$ cat config.mk
export PLATFORM = sky130hd
export DESIGN_NAME = io_input_bank
export DESIGN_NICKNAME = d
export VERILOG_FILES = /design/src/rtl/io_pkg.sv /design/src/rtl/io_debounce_chan.sv /design/src/rtl/io_input_bank.sv
export SDC_FILE = /design/constraint.sdc
export NUM_CORES = 1
export LEC_CHECK = 0
export ABC_AREA = 1
export ABC_CLOCK_PERIOD_IN_PS = 1600
export BUFFER_PORTS_ARGS = -buffer_cell sky130_fd_sc_hd__buf_4
export CAP_MARGIN = 10
export CORE_UTILIZATION = 40
export DETAILED_ROUTE_END_ITERATION = 6
export GPL_TIMING_DRIVEN = 0
export PLACE_DENSITY_LB_ADDON = 0.15
export SLEW_MARGIN = 20
export SYNTH_ARGS = -nofsm -noshare
export SYNTH_HDL_FRONTEND = slang
export SYNTH_SLANG_ARGS = --single-unit
$ cat constraint.sdc
create_clock -name clock -period 1.6 [get_ports clock]
set_clock_uncertainty 0.15 [all_clocks]
set_input_delay 0.16 -clock clock [delete_from_list [all_inputs] [get_ports clock]]
set_output_delay 0.16 -clock clock [all_outputs]
set_load 0.01 [all_outputs]
$ cat src/rtl/io_pkg.sv
// Shared definitions for the memory-mapped input bank: address offsets, region decode and
// the counter-width helper.
package io_pkg;

  // First channel data word; the pending and mask words follow the last channel word.
  localparam int unsigned IO_DATA_BASE = 0;
  localparam int unsigned IO_PEND_OFS  = 0;
  localparam int unsigned IO_MASK_OFS  = 1;

  typedef enum logic [1:0] {
    RegData,
    RegPend,
    RegMask,
    RegNone
  } io_region_e;

  function automatic int unsigned clog2(input int unsigned value);
    int unsigned r;
    r = 0;
    while ((64'd1 << r) < 64'(value)) r++;
    return r;
  endfunction

  function automatic io_region_e io_decode(input logic [31:0] word_addr,
                                           input int unsigned channels);
    if (word_addr < IO_DATA_BASE + channels) return RegData;
    if (word_addr == IO_DATA_BASE + channels + IO_PEND_OFS) return RegPend;
    if (word_addr == IO_DATA_BASE + channels + IO_MASK_OFS) return RegMask;
    return RegNone;
  endfunction

endpackage

$ cat src/rtl/io_debounce_chan.sv
// One input channel: 2-flop synchroniser, previous-sample register and stability counter
// feeding the debounced value. changed_o pulses in the cycle the new value is accepted.
module io_debounce_chan
  import io_pkg::*;
#(
  parameter int unsigned WIDTH           = 4,
  parameter int unsigned DEBOUNCE_CYCLES = 4
) (
  input  logic             clk_i,
  input  logic             rst_i,
  input  logic [WIDTH-1:0] in_i,
  output logic [WIDTH-1:0] deb_o,
  output logic             changed_o
);

  localparam int unsigned CntW = clog2(DEBOUNCE_CYCLES) + 1;

  logic [WIDTH-1:0] s1_q, s2_q, sp_q;
  logic [WIDTH-1:0] deb_q, deb_d;
  logic [CntW-1:0]  cnt_q, cnt_d;
  logic             accept;

  always_comb begin
    cnt_d  = cnt_q;
    deb_d  = deb_q;
    accept = 1'b0;
    // Any disagreement with the previous sample restarts the stability window.
    if ((s2_q == deb_q) || (s2_q != sp_q)) begin
      cnt_d = '0;
    end else if (cnt_q == CntW'(DEBOUNCE_CYCLES - 1)) begin
      accept = 1'b1;
      deb_d  = s2_q;
      cnt_d  = '0;
    end else begin
      cnt_d = cnt_q + CntW'(1);
    end
  end

  always_ff @(posedge clk_i or posedge rst_i) begin
    if (rst_i) begin
      s1_q  <= '0;
      s2_q  <= '0;
      sp_q  <= '0;
      deb_q <= '0;
      cnt_q <= '0;
    end else begin
      s1_q  <= in_i;
      s2_q  <= s1_q;
      sp_q  <= s2_q;
      deb_q <= deb_d;
      cnt_q <= cnt_d;
    end
  end

  assign deb_o     = deb_q;
  assign changed_o = accept;

endmodule

$ cat src/rtl/io_input_bank.sv
// Memory-mapped bank of debounced input channels with read-to-clear change flags.
// Define IO_IRQ_EN to add the interrupt mask word and a registered irq output.
module io_input_bank
  import io_pkg::*;
#(
  parameter int unsigned CHANNELS        = 2,
  parameter int unsigned WIDTH           = 4,
  parameter int unsigned DEBOUNCE_CYCLES = 4,
  parameter int unsigned ADDR_W          = 5
) (
  input  logic                      clock,
  input  logic                      reset,
  input  logic [CHANNELS*WIDTH-1:0] in_port,
  input  logic                      rd,
  input  logic                      wr,
  input  logic [ADDR_W-1:0]         addr,
  input  logic [31:0]               wdata,
  output logic [31:0]               rdata,
  output logic [CHANNELS-1:0]       pending,
  output logic                      irq
);

  logic [WIDTH-1:0]    deb [CHANNELS];
  logic [CHANNELS-1:0] changed;
  logic [CHANNELS-1:0] pending_q, pending_d, clr;
  logic [31:0]         rdata_q, rdata_d, rd_mux, mask_rd, addr_ext;
  io_region_e          region;

  for (genvar g = 0; g < CHANNELS; g++) begin : g_chan
    io_debounce_chan #(
      .WIDTH          (WIDTH),
      .DEBOUNCE_CYCLES(DEBOUNCE_CYCLES)
    ) u_chan (
      .clk_i    (clock),
      .rst_i    (reset),
      .in_i     (in_port[g*WIDTH +: WIDTH]),
      .deb_o    (deb[g]),
      .changed_o(changed[g])
    );
  end

  assign addr_ext = 32'(addr);
  assign region   = io_decode(addr_ext, CHANNELS);

  always_comb begin
    rd_mux = '0;
    clr    = '0;
    for (int i = 0; i < CHANNELS; i++) begin
      if (addr_ext == 32'(IO_DATA_BASE + i)) begin
        rd_mux = 32'(deb[i]);
        clr[i] = rd;
      end
    end
    case (region)
      RegPend: rd_mux = 32'(pending_q);
      RegMask: rd_mux = mask_rd;
      default: ;
    endcase
    // A flag set in the same cycle as its read-clear survives.
    pending_d = (pending_q & ~clr) | changed;
    rdata_d   = rd ? rd_mux : rdata_q;
  end

  always_ff @(posedge clock or posedge reset) begin
    if (reset) begin
      pending_q <= '0;
      rdata_q   <= '0;
    end else begin
      pending_q <= pending_d;
      rdata_q   <= rdata_d;
    end
  end

`ifdef IO_IRQ_EN
  logic [CHANNELS-1:0] mask_q;
  logic                irq_q;
  logic                unused_wdata;

  always_ff @(posedge clock or posedge reset) begin
    if (reset) begin
      mask_q <= '0;
      irq_q  <= 1'b0;
    end else begin
      if (wr && (region == RegMask)) mask_q <= wdata[CHANNELS-1:0];
      irq_q <= |(pending_q & mask_q);
    end
  end

  assign mask_rd      = 32'(mask_q);
  assign irq          = irq_q;
  assign unused_wdata = ^wdata[31:CHANNELS];
`else
  logic unused_wr;

  assign mask_rd   = '0;
  assign irq       = 1'b0;
  assign unused_wr = ^{wr, wdata};
`endif

  assign rdata   = rdata_q;
  assign pending = pending_q;

endmodule

# After elaboration in Yosys (flattened, before gate mapping)
# Cells that the tools add are included.
dict set report totals {
  wordCells 61
  inputBits 49
  output_inout_bits 35
  reg_bits 72
}
dict set report op_classes {
  reduce_logical 5
  n_addsub 2
  magnitude_cmp 1
  bitwise_logic 5
  n_mux 25
  eq_ne 11
}
# op count
set op_table {}
lappend op_table {{32-bit one-hot mux with 2 select lines} 1}
lappend op_table {{32-bit zero test} 1}
lappend op_table {{32-bit 2-to-1 mux} 1}
lappend op_table {{1-bit 2-to-1 mux} 12}
lappend op_table {{2-bit 2-to-1 mux} 6}
lappend op_table {{3-bit 2-to-1 mux} 4}
lappend op_table {{5-bit by 2-bit equality test with 1-bit output (second input constant)} 2}
lappend op_table {{4-bit equality test} 2}
lappend op_table {{4-bit != test} 2}
lappend op_table {{3-bit by 1-bit adder with 3-bit output (second input constant)} 2}
lappend op_table {{3-bit by 2-bit equality test with 1-bit output (second input constant)} 2}
lappend op_table {{5-bit by 1-bit equality test with 1-bit output (second input constant)} 1}
lappend op_table {{5-bit by 2-bit < comparator with 1-bit output (second input constant)} 1}
lappend op_table {{4-bit 2-to-1 mux} 1}
lappend op_table {{2-bit AND reduction} 2}
lappend op_table {{2-bit AND} 1}
lappend op_table {{2-bit by 1-bit equality test with 1-bit output (second input constant)} 1}
lappend op_table {{2-bit equality test (second input constant)} 1}
lappend op_table {{1-bit logical OR} 2}
lappend op_table {{1-bit NOT} 2}
lappend op_table {{2-bit NOT} 1}
lappend op_table {{2-bit OR} 1}

# Longest topological paths before layout
# Gate-level depths: netlist (run 1).
dict set report depth {
  ltp_word 10
  ltp_mapped 9
  depth_no_buf 9
}

# Cells and area by module
# From an unflattened synthesis (run 1), not the netlist that was laid out.
dict set report unflattened {
  cells_unflattened 236
  area_unflattened_um2 2127.0
}
# module n_inst seq_area_each_um2 cells_each area_per_inst_um2
set modules_own_cells {}
lappend modules_own_cells {io_debounce_chan 2 475.5 75 758.2}
lappend modules_own_cells {io_input_bank 1 150.1 86 610.6}

# Least setup slack after synthesis (run 1)
# Ideal clock, no wire load.
dict set report synth_path {
  kind {input port to flip-flop}
  from {input addr[2]}
  to {register rdata_q[0], in the netlist rdata[0]}
  setup_ps 65
  cell_stages 8
  path_slack_ps 239
  t_required_ps 1385
  t_arrival_ps 1146
  cell_sequence {nor2_2 -> nand2_2 -> nor2_8 -> a31oi_1 -> ha_1 -> o21ai_0 -> o21ai_0 -> nand2_1}
}
dict set report synth_via {
  elab_chain_len 9
  elab_cells_between_ends 21
  cone_classes {1 x order compare; 5 x eq/ne; 14 x mux; 1 x reduce/logical}
}
# element line_no
set synth_lines {}
lappend synth_lines {{start, declared} io_input_bank.sv:16} ;# input logic [ADDR_W-1:0] addr,
lappend synth_lines {{5-bit by 2-bit equality test with 1-bit output} io_pkg.sv:28} ;# if (word_addr == IO_DATA_BASE + channels + IO_MASK_OFS) return RegMask;
lappend synth_lines {{1-bit 2-to-1 mux (2 in a row)} io_pkg.sv:28}
lappend synth_lines {{1-bit 2-to-1 mux} io_pkg.sv:27} ;# if (word_addr == IO_DATA_BASE + channels + IO_PEND_OFS) return RegPend;
lappend synth_lines {{2-bit 2-to-1 mux} io_pkg.sv:29} ;# return RegNone;
lappend synth_lines {{2-bit 2-to-1 mux} io_pkg.sv:28}
lappend synth_lines {{2-bit 2-to-1 mux} io_pkg.sv:27}
lappend synth_lines {{2-bit equality test / 2-bit by 1-bit equality test with 1-bit output (equally long branches)} io_input_bank.sv:54} ;# case (region)
lappend synth_lines {{32-bit one-hot mux with 2 select lines (*)} io_input_bank.sv:54}
lappend synth_lines {{end signal, assigned} io_input_bank.sv:70} ;# rdata_q <= rdata_d;
lappend synth_lines {{end, declared} io_input_bank.sv:26} ;# logic [31:0] rdata_q, rdata_d, rd_mux, mask_rd, addr_ext;
# Every way passes the cells marked *; elsewhere a longest branch is shown, timed or not. The select of a mux whose other input is x is not followed.
# A chain may end at the register's enable or synchronous reset.

# Worst setup path in the final report (run 1)
dict set report layout_path {
  from {register g_chan[0].u_chan.s2_q[2]}
  to {register g_chan[0].u_chan.deb_q[3]}
}
dict set report layout_via {
  elab_chain_len 4
  elab_cells_between_ends 5
  cone_classes {2 x eq/ne; 1 x bitwise; 2 x reduce/logical}
}
# element line_no
set layout_lines {}
lappend layout_lines {{start, declared} io_debounce_chan.sv:18} ;# logic [WIDTH-1:0] s1_q, s2_q, sp_q;
lappend layout_lines {{start signal, assigned} io_debounce_chan.sv:48} ;# s2_q <= s1_q;
lappend layout_lines {{4-bit equality test / 4-bit != test (equally long branches)} io_debounce_chan.sv:28} ;# if ((s2_q == deb_q) || (s2_q != sp_q)) begin
lappend layout_lines {{1-bit logical OR (*)} io_debounce_chan.sv:28}
lappend layout_lines {{1-bit NOT (no line) (*)} -}
lappend layout_lines {{2-bit AND reduction (no line) (*)} -}
lappend layout_lines {{end signal, assigned} io_debounce_chan.sv:44} ;# deb_q <= '0;
lappend layout_lines {{end signal, assigned} io_debounce_chan.sv:50} ;# deb_q <= deb_d;
lappend layout_lines {{end, declared} io_debounce_chan.sv:19} ;# logic [WIDTH-1:0] deb_q, deb_d;
# Every way passes the cells marked *; elsewhere a longest branch is shown, timed or not.

==> flow_summary.toml, run 1 <==
[status]
status = "finished, final reports clean"

[synth]
yosys.area.top_type_share = 0.519
ys_seq_area_frac = 0.519
avgSynthCellArea_sq_um = 9.10
yosysWarnings = 0
synth_seq_cells = 44
synth_xor_area_frac = 0.0165
synth_top_family_by_area = "simple AND/OR/NAND/NOR gates"
ys_async_sr_fraction = 1.00
synth-simple-area-share = 0.263
synth_cell_types = 22
synth-compound-area-share = 0.0289
synth_flop_cell = "dfrtp_1"
synthTopCellsByCount = "nand2_1, dfrtp_1, buf_4, inv_1"
synthMuxAreaShare = 0
netlist_instances = 233
syn_area_sq_mm = 0.00212
yosys-top-cells-area = "dfrtp_1, nand2_1, buf_4"
synth_edf_count = 0
synth_top_area_cell = "dfrtp_1"
synthAdderAreaFrac = 0.0177
synth_most_common_cell = "nand2_1"

[place]
port-buffer-count = 20
dp_hpwl_mm = 2.43
dpl.cell_count = 352
dp_slack_ns = 0.0263
globalplace.congestion = 0.705
detailed_place.area_sq_mm = 0.00249

[timing]
slew_viol_final = 0
hold_slack_ns = 0.0766
hold_violations = 0
rsz0062_at_grt = "no"
finalWorstPathRequiredPeriod_ns = 1.43
fmax_mhz = 699
worst_slack_ns = 0.170
setup_tns_ns = 0
final-setup-viol-count = 0
fin_crit_sh = 0.894

[worst_setup_path]
critPathTopFamily = "simple AND/OR/NAND/NOR gates"
worst_ep_required_time_ns = 1.65
critPathBufInv = 1
worstSetupStartpointType = "flip-flop"
max_stage_delay_ns = 0.44
arrival_ns = 1.48
worstSetupPathType = "flip-flop to flip-flop"
timing.critical_path.from = "g_chan[0].u_chan.s2_q[2]$_DFF_PP0_"
r2r-start = "g_chan[0].u_chan.s2_q[2]$_DFF_PP0_"
worstPathCellList = "inv_1 -> nand2_1 -> nand2_1 -> nand2_1 -> nor2_4 -> nand3_4 -> nand2_1 -> nand2_1"
crit_top_cell = "nand2_1"
slowest_stage = "dfrtp_1"
endpoint_kind = "flip-flop"
path_max_fanout = 6

[finish]
fin_nets = 351
nFillCells = 474
stdcell_area_sq_mm = 0.00271
multi_input_area_sq_um = 803
utilization = 0.531
regArea_sq_mm = 0.00110
num_antenna_cells = 0
layout-drive-gt1-share = 0.263
synthToLayoutAreaGrowth_pct = 28.0
final_cells = 370

[clock_tree]
cts_tree = "done"
insertion_delay_ns = 0.30
clock-root-buffer = "clkbuf_8"
clock-sinks = 44
numCtsBuffers = 5
cts_setup_buffers = 0
clock_path_buffers = 2
cts-htree-levels = 2
clkTransAtPathRegs_ns = 0.09

[power_and_ir_drop]
leakage_nw = 1.47
irDropWorstVdd_v = 0.000459
power.total_mw = 2.36
p_per_area_mw_per_mm2 = 871

[drt]
drc = 0
wire_per_inst_um = 8.99
antenna_left = 0
first_pass_iters = 4
wl_mm = 3.33
first_iter_violations = 91
num_vias = 1456
via_per_inst = 3.94

[global_route]
grt_max_degree = 24
grt_usage = 0.143
grt_pass1_wl_mm = 5.79
first_global_vias = 1377
grt_overflow = 0
antenna_found_initial = 0

[floorplan]
die_height_um = 74.8
coreArea_sq_mm = 0.00511
die_area_sq_mm = 0.00559
io_pins = 84
start_util = 0.415
rows = 26
die_w_um = 74.8

[min_path]
min_from = "addr[1]"
hold_path_class = "input port to flip-flop"

[flow_run]
cap_viol_max_count = 0
## registers in the layout (all words and copies together) (netlist names)
name,flops
g_chan.u_chan.s2_q,8
pending,2
g_chan.u_chan.s1_q,8
g_chan.u_chan.deb_o,8
g_chan.u_chan.cnt_q,6
rdata,4
g_chan.u_chan.sp_q,8
## cell type report
type                       instances  area share
multi-input combinational        160       0.296
inverter                          27      0.0373
tap                               70      0.0323
timing repair buffer              31       0.102
buffer                            30      0.0816
clock inverter                     2      0.0143
sequential                        44       0.406
clock buffer                       6      0.0304
## path summary, 6_finish.rpt
| path | endpoint | slack [ns] | cells after the start |
|---|---|---|---|
| worst min-delay path | pending[1]$_DFF_PP0_ | 0.08 | 5 |
| worst min register to register | g_chan[1].u_chan.s2_q[2]$_DFF_PP0_ | 0.20 | 0 |
| min in group asynchronous | g_chan[1].u_chan.s1_q[1]$_DFF_PP0_ | 0.30 | 3 |
| max in group asynchronous | rdata[1]$_DFFE_PP0P_ | 0.53 | 4 |
| worst max register to register | g_chan[0].u_chan.deb_o[3]$_DFFE_PP0P_ | 0.17 | 8 |
| worst max-delay path | g_chan[0].u_chan.deb_o[3]$_DFFE_PP0P_ | 0.17 | 8 |
## logic make-up (layout without fill, tap and decap cells)
logic type,Yosys count,after routing
xor gates and xnor gates,4,4
and+or+nand+nor,112,112
DFF,44,44
adders and majority gates,3,3
AOI/OAI and AO/OA,12,12
other,1,29
buffers and inverters,57,96
## worst reg2reg max path, stage by stage, from the launching register on
cell and delay (ns):
dfrtp_1 0.44, inv_1 0.10, nand2_1 0.05, nand2_1 0.05, nand2_1 0.08, nor2_4 0.21, nand3_4 0.12, nand2_1 0.08
nand2_1 0.05
## cell usage in the layout, fill, tap and decap left out
cell type      netlist  final
xnor2_1              4      4
nor2_1               7      6
inv_2                0      1
nor3_2               2      2
ha_1                 3      3
o21ai_1              5      5
conb_1               1     29
dlygate4sd3_1        0     10
clkbuf_1             1      1
nand3_1              5      5
clkinv_4             0      1
nand3_4              2      2
o21ai_0              4      4
bufinv_16            0      1
buf_4               29     49
a21oi_1              2      2
buf_16               0      1
clkbuf_8             0      6
nand2_1             72     72
a31oi_1              1      1
nor2_2               4      5
nor2_4               1      1
inv_1               27     26
nor3_1               1      1
nand2_2              8      8
nand4_1              8      8
nor2_8               2      2
dfrtp_1             44     44
## where the power goes
group	switching [mW]	internal [mW]
Clock	0.371	0.510
Sequential	0.0349	1.16
Combinational	0.145	0.144
## timing repair
item | in CTS | in global routing
hold buffers | 10 | 0
gates resized for setup | 0 | 1
endpoints found under the setup margin | 0 | 4
endpoints found under the hold margin | 30 | 0
## routing by layer
layer / up-vias / wire (um) / track usage
met5: - / 0 / 0
met1: 635 / 1430 / 0.151
li1: 792 / - / -
met2: 21 / 1720 / 0.256
met3: 8 / 98 / 0.0402
met4: 0 / 83 / 0.0818
Note: power is estimated with default switching activity, not from simulation.
==> run 2: changes to the inputs <==
--- a/config.mk
+++ b/config.mk
@@ -12,7 +12,7 @@
 export CORE_UTILIZATION = 40
 export DETAILED_ROUTE_END_ITERATION = 6
 export GPL_TIMING_DRIVEN = 0
-export PLACE_DENSITY_LB_ADDON = 0.15
+export PLACE_DENSITY = 0.68
 export SLEW_MARGIN = 20
 export SYNTH_ARGS = -nofsm -noshare
 export SYNTH_HDL_FRONTEND = slang
==> run 2 against run 1 <==
  * Register-to-register slack hardly changed
  * Sequential power hardly changed
  * Largest power group unchanged
  * Routed wire length stayed put
  * Worst setup slack better by 0.0060 ns
==> flow_summary.toml, run 2 (synthesis gave the netlist of run 1 again) <==
[place]
dp_hpwl_mm = 2.51
detailed_place.area_sq_mm = 0.00249
port-buffer-count = 20
globalplace.congestion = 0.800

[timing]
final-setup-viol-count = 0
fin_crit_sh = 0.890
slew_viol_final = 0
fmax_mhz = 702
hold_slack_ns = 0.0836
hold_violations = 0
worst_slew_pin_slew_ns = 0.512
finalWorstPathRequiredPeriod_ns = 1.42
relSlewSlack = 0.658
rsz0062_at_grt = "no"

[clock_tree]
clock-sinks = 44
clock-root-buffer = "clkbuf_8"
numCtsBuffers = 5
clkTransAtPathRegs_ns = 0.08
clock_path_buffers = 2
cts-htree-levels = 2
insertion_delay_ns = 0.29
cts_tree = "done"

[power_and_ir_drop]
irDropWorstVdd_v = 0.000540
leakage_nw = 1.45
p_per_area_mw_per_mm2 = 819

[global_route]
grt_pass1_wl_mm = 5.44
grt_usage = 0.131
grtUsageMet2 = 0.225
grt_max_degree = 24
first_global_vias = 1316
met1_usage = 0.149
grt_overflow = 0
antenna_found_initial = 0
grt-busiest-layer = "met2"
grtUsageMet3 = 0.0455

[floorplan]
start_util = 0.415
coreArea_sq_mm = 0.00511
die_area_sq_mm = 0.00559
die_w_um = 74.8
die_height_um = 74.8
rows = 26
io_pins = 84

[finish]
synthToLayoutAreaGrowth_pct = 26.9
layout_common_cells = "nand2_1, buf_4, dfrtp_1"
fin_nets = 351
nFillCells = 496
final_common_cell = "nand2_1"
multi_input_area_sq_um = 803
stdcell_area_sq_mm = 0.00269
num_antenna_cells = 0
layout-drive-gt1-share = 0.263
regArea_sq_mm = 0.00110

[worst_setup_path]
endpoint_kind = "flip-flop"
timing.critical_path.from = "g_chan[0].u_chan.s2_q[0]$_DFF_PP0_"
worstSetupPathType = "flip-flop to flip-flop"
worst_ep_required_time_ns = 1.64
arrival_ns = 1.47
rr_worst_depth = 6
path_max_fanout = 6
worstSetupStartpointType = "flip-flop"
r2r-start = "g_chan[0].u_chan.s2_q[0]$_DFF_PP0_"

[status]
status = "finished, final reports clean"

[min_path]
whs_path_depth = 5
hold_path_class = "input port to flip-flop"
min_from = "addr[1]"

[drt]
first_pass_iters = 4
first_iter_violations = 59
via_per_inst = 4.01
wl_mm = 3.33
antenna_left = 0
num_vias = 1485
drc = 0
wire_per_inst_um = 8.99

[flow_run]
cap_viol_max_count = 0
==> run 2: cell types whose count changed in the layout (fill, tap and decap cells not counted) <==
cell,previous run,this run
bufinv_16,1,0
clkinvlp_4,0,2
clkinv_4,1,0
==> run 2: path summary, 6_finish.rpt <==
path | endpoint | slack [ns]
setup / recovery | g_chan[0].u_chan.deb_o[3]$_DFFE_PP0P_ | 0.18
hold / removal | pending[1]$_DFF_PP0_ | 0.08
setup reg to reg | g_chan[0].u_chan.deb_o[3]$_DFFE_PP0P_ | 0.18
hold reg to reg | g_chan[0].u_chan.s2_q[3]$_DFF_PP0_ | 0.20
max in group asynchronous | g_chan[1].u_chan.sp_q[2]$_DFF_PP0_ | 0.51
min in group asynchronous | g_chan[0].u_chan.sp_q[0]$_DFF_PP0_ | 0.31
==> run 2: routing by layer <==
| metal | part of all wire | wire length, um |
|---|---|---|
| met5 | 0 | 0 |
| met4 | 0.012 | 39 |
| met3 | 0.040 | 132 |
| met2 | 0.49 | 1650 |
| met1 | 0.45 | 1510 |
==> run 2: report_power, final <==
| group | switching, mW | leakage, nW | internal, mW | total, mW |
|---|---|---|---|---|
| clock | 0.371 | 0.0434 | 0.349 | 0.720 |
| combinational | 0.147 | 0.852 | 0.144 | 0.291 |
| sequential | 0.0340 | 0.553 | 1.16 | 1.19 |
| total | 0.552 | 1.45 | 1.65 | 2.20 |
==> run 2: cell type report <==
cell class,instances,share of cell area
Tap cell,70,0.0326
Multi-Input combinational cell,160,0.299
Inverter,27,0.0377
Sequential cell,44,0.409
Buffer,30,0.0823
Clock inverter,2,0.00558
Clock buffer,6,0.0307
Timing Repair Buffer,31,0.103
==> run 2: timing repair <==
item	in CTS	in global routing
endpoints found under the hold margin	31	0
gates resized for setup	0	1
setup endpoints to repair	0	4
buffers inserted	0	0
hold buffers	10	0
==> run 2: worst max-delay path, stage by stage, from the launching register on <==
cell     delay [ns]
dfrtp_1        0.45
xnor2_1        0.18
nand2_1        0.11
nor2_4         0.19
nand3_4        0.12
nand2_1        0.08
nand2_1        0.05
==> run 2: per-stage QoR <==
step | std cells | util | setup slack [ns] | setup TNS, ns | power [mW]
floorplan | 261 | - | 0.239 | 0 | 1.40
global placement | 351 | 0.482 | -0.302 | -13.23 | 1.47
detailed placement | 352 | 0.488 | 0.0217 | 0 | 1.49
CTS | 370 | 0.526 | 0.0238 | 0 | 2.24
global route | 370 | 0.527 | 0.0488 | 0 | 2.32
finish | 370 | 0.527 | 0.176 | 0 | 2.20
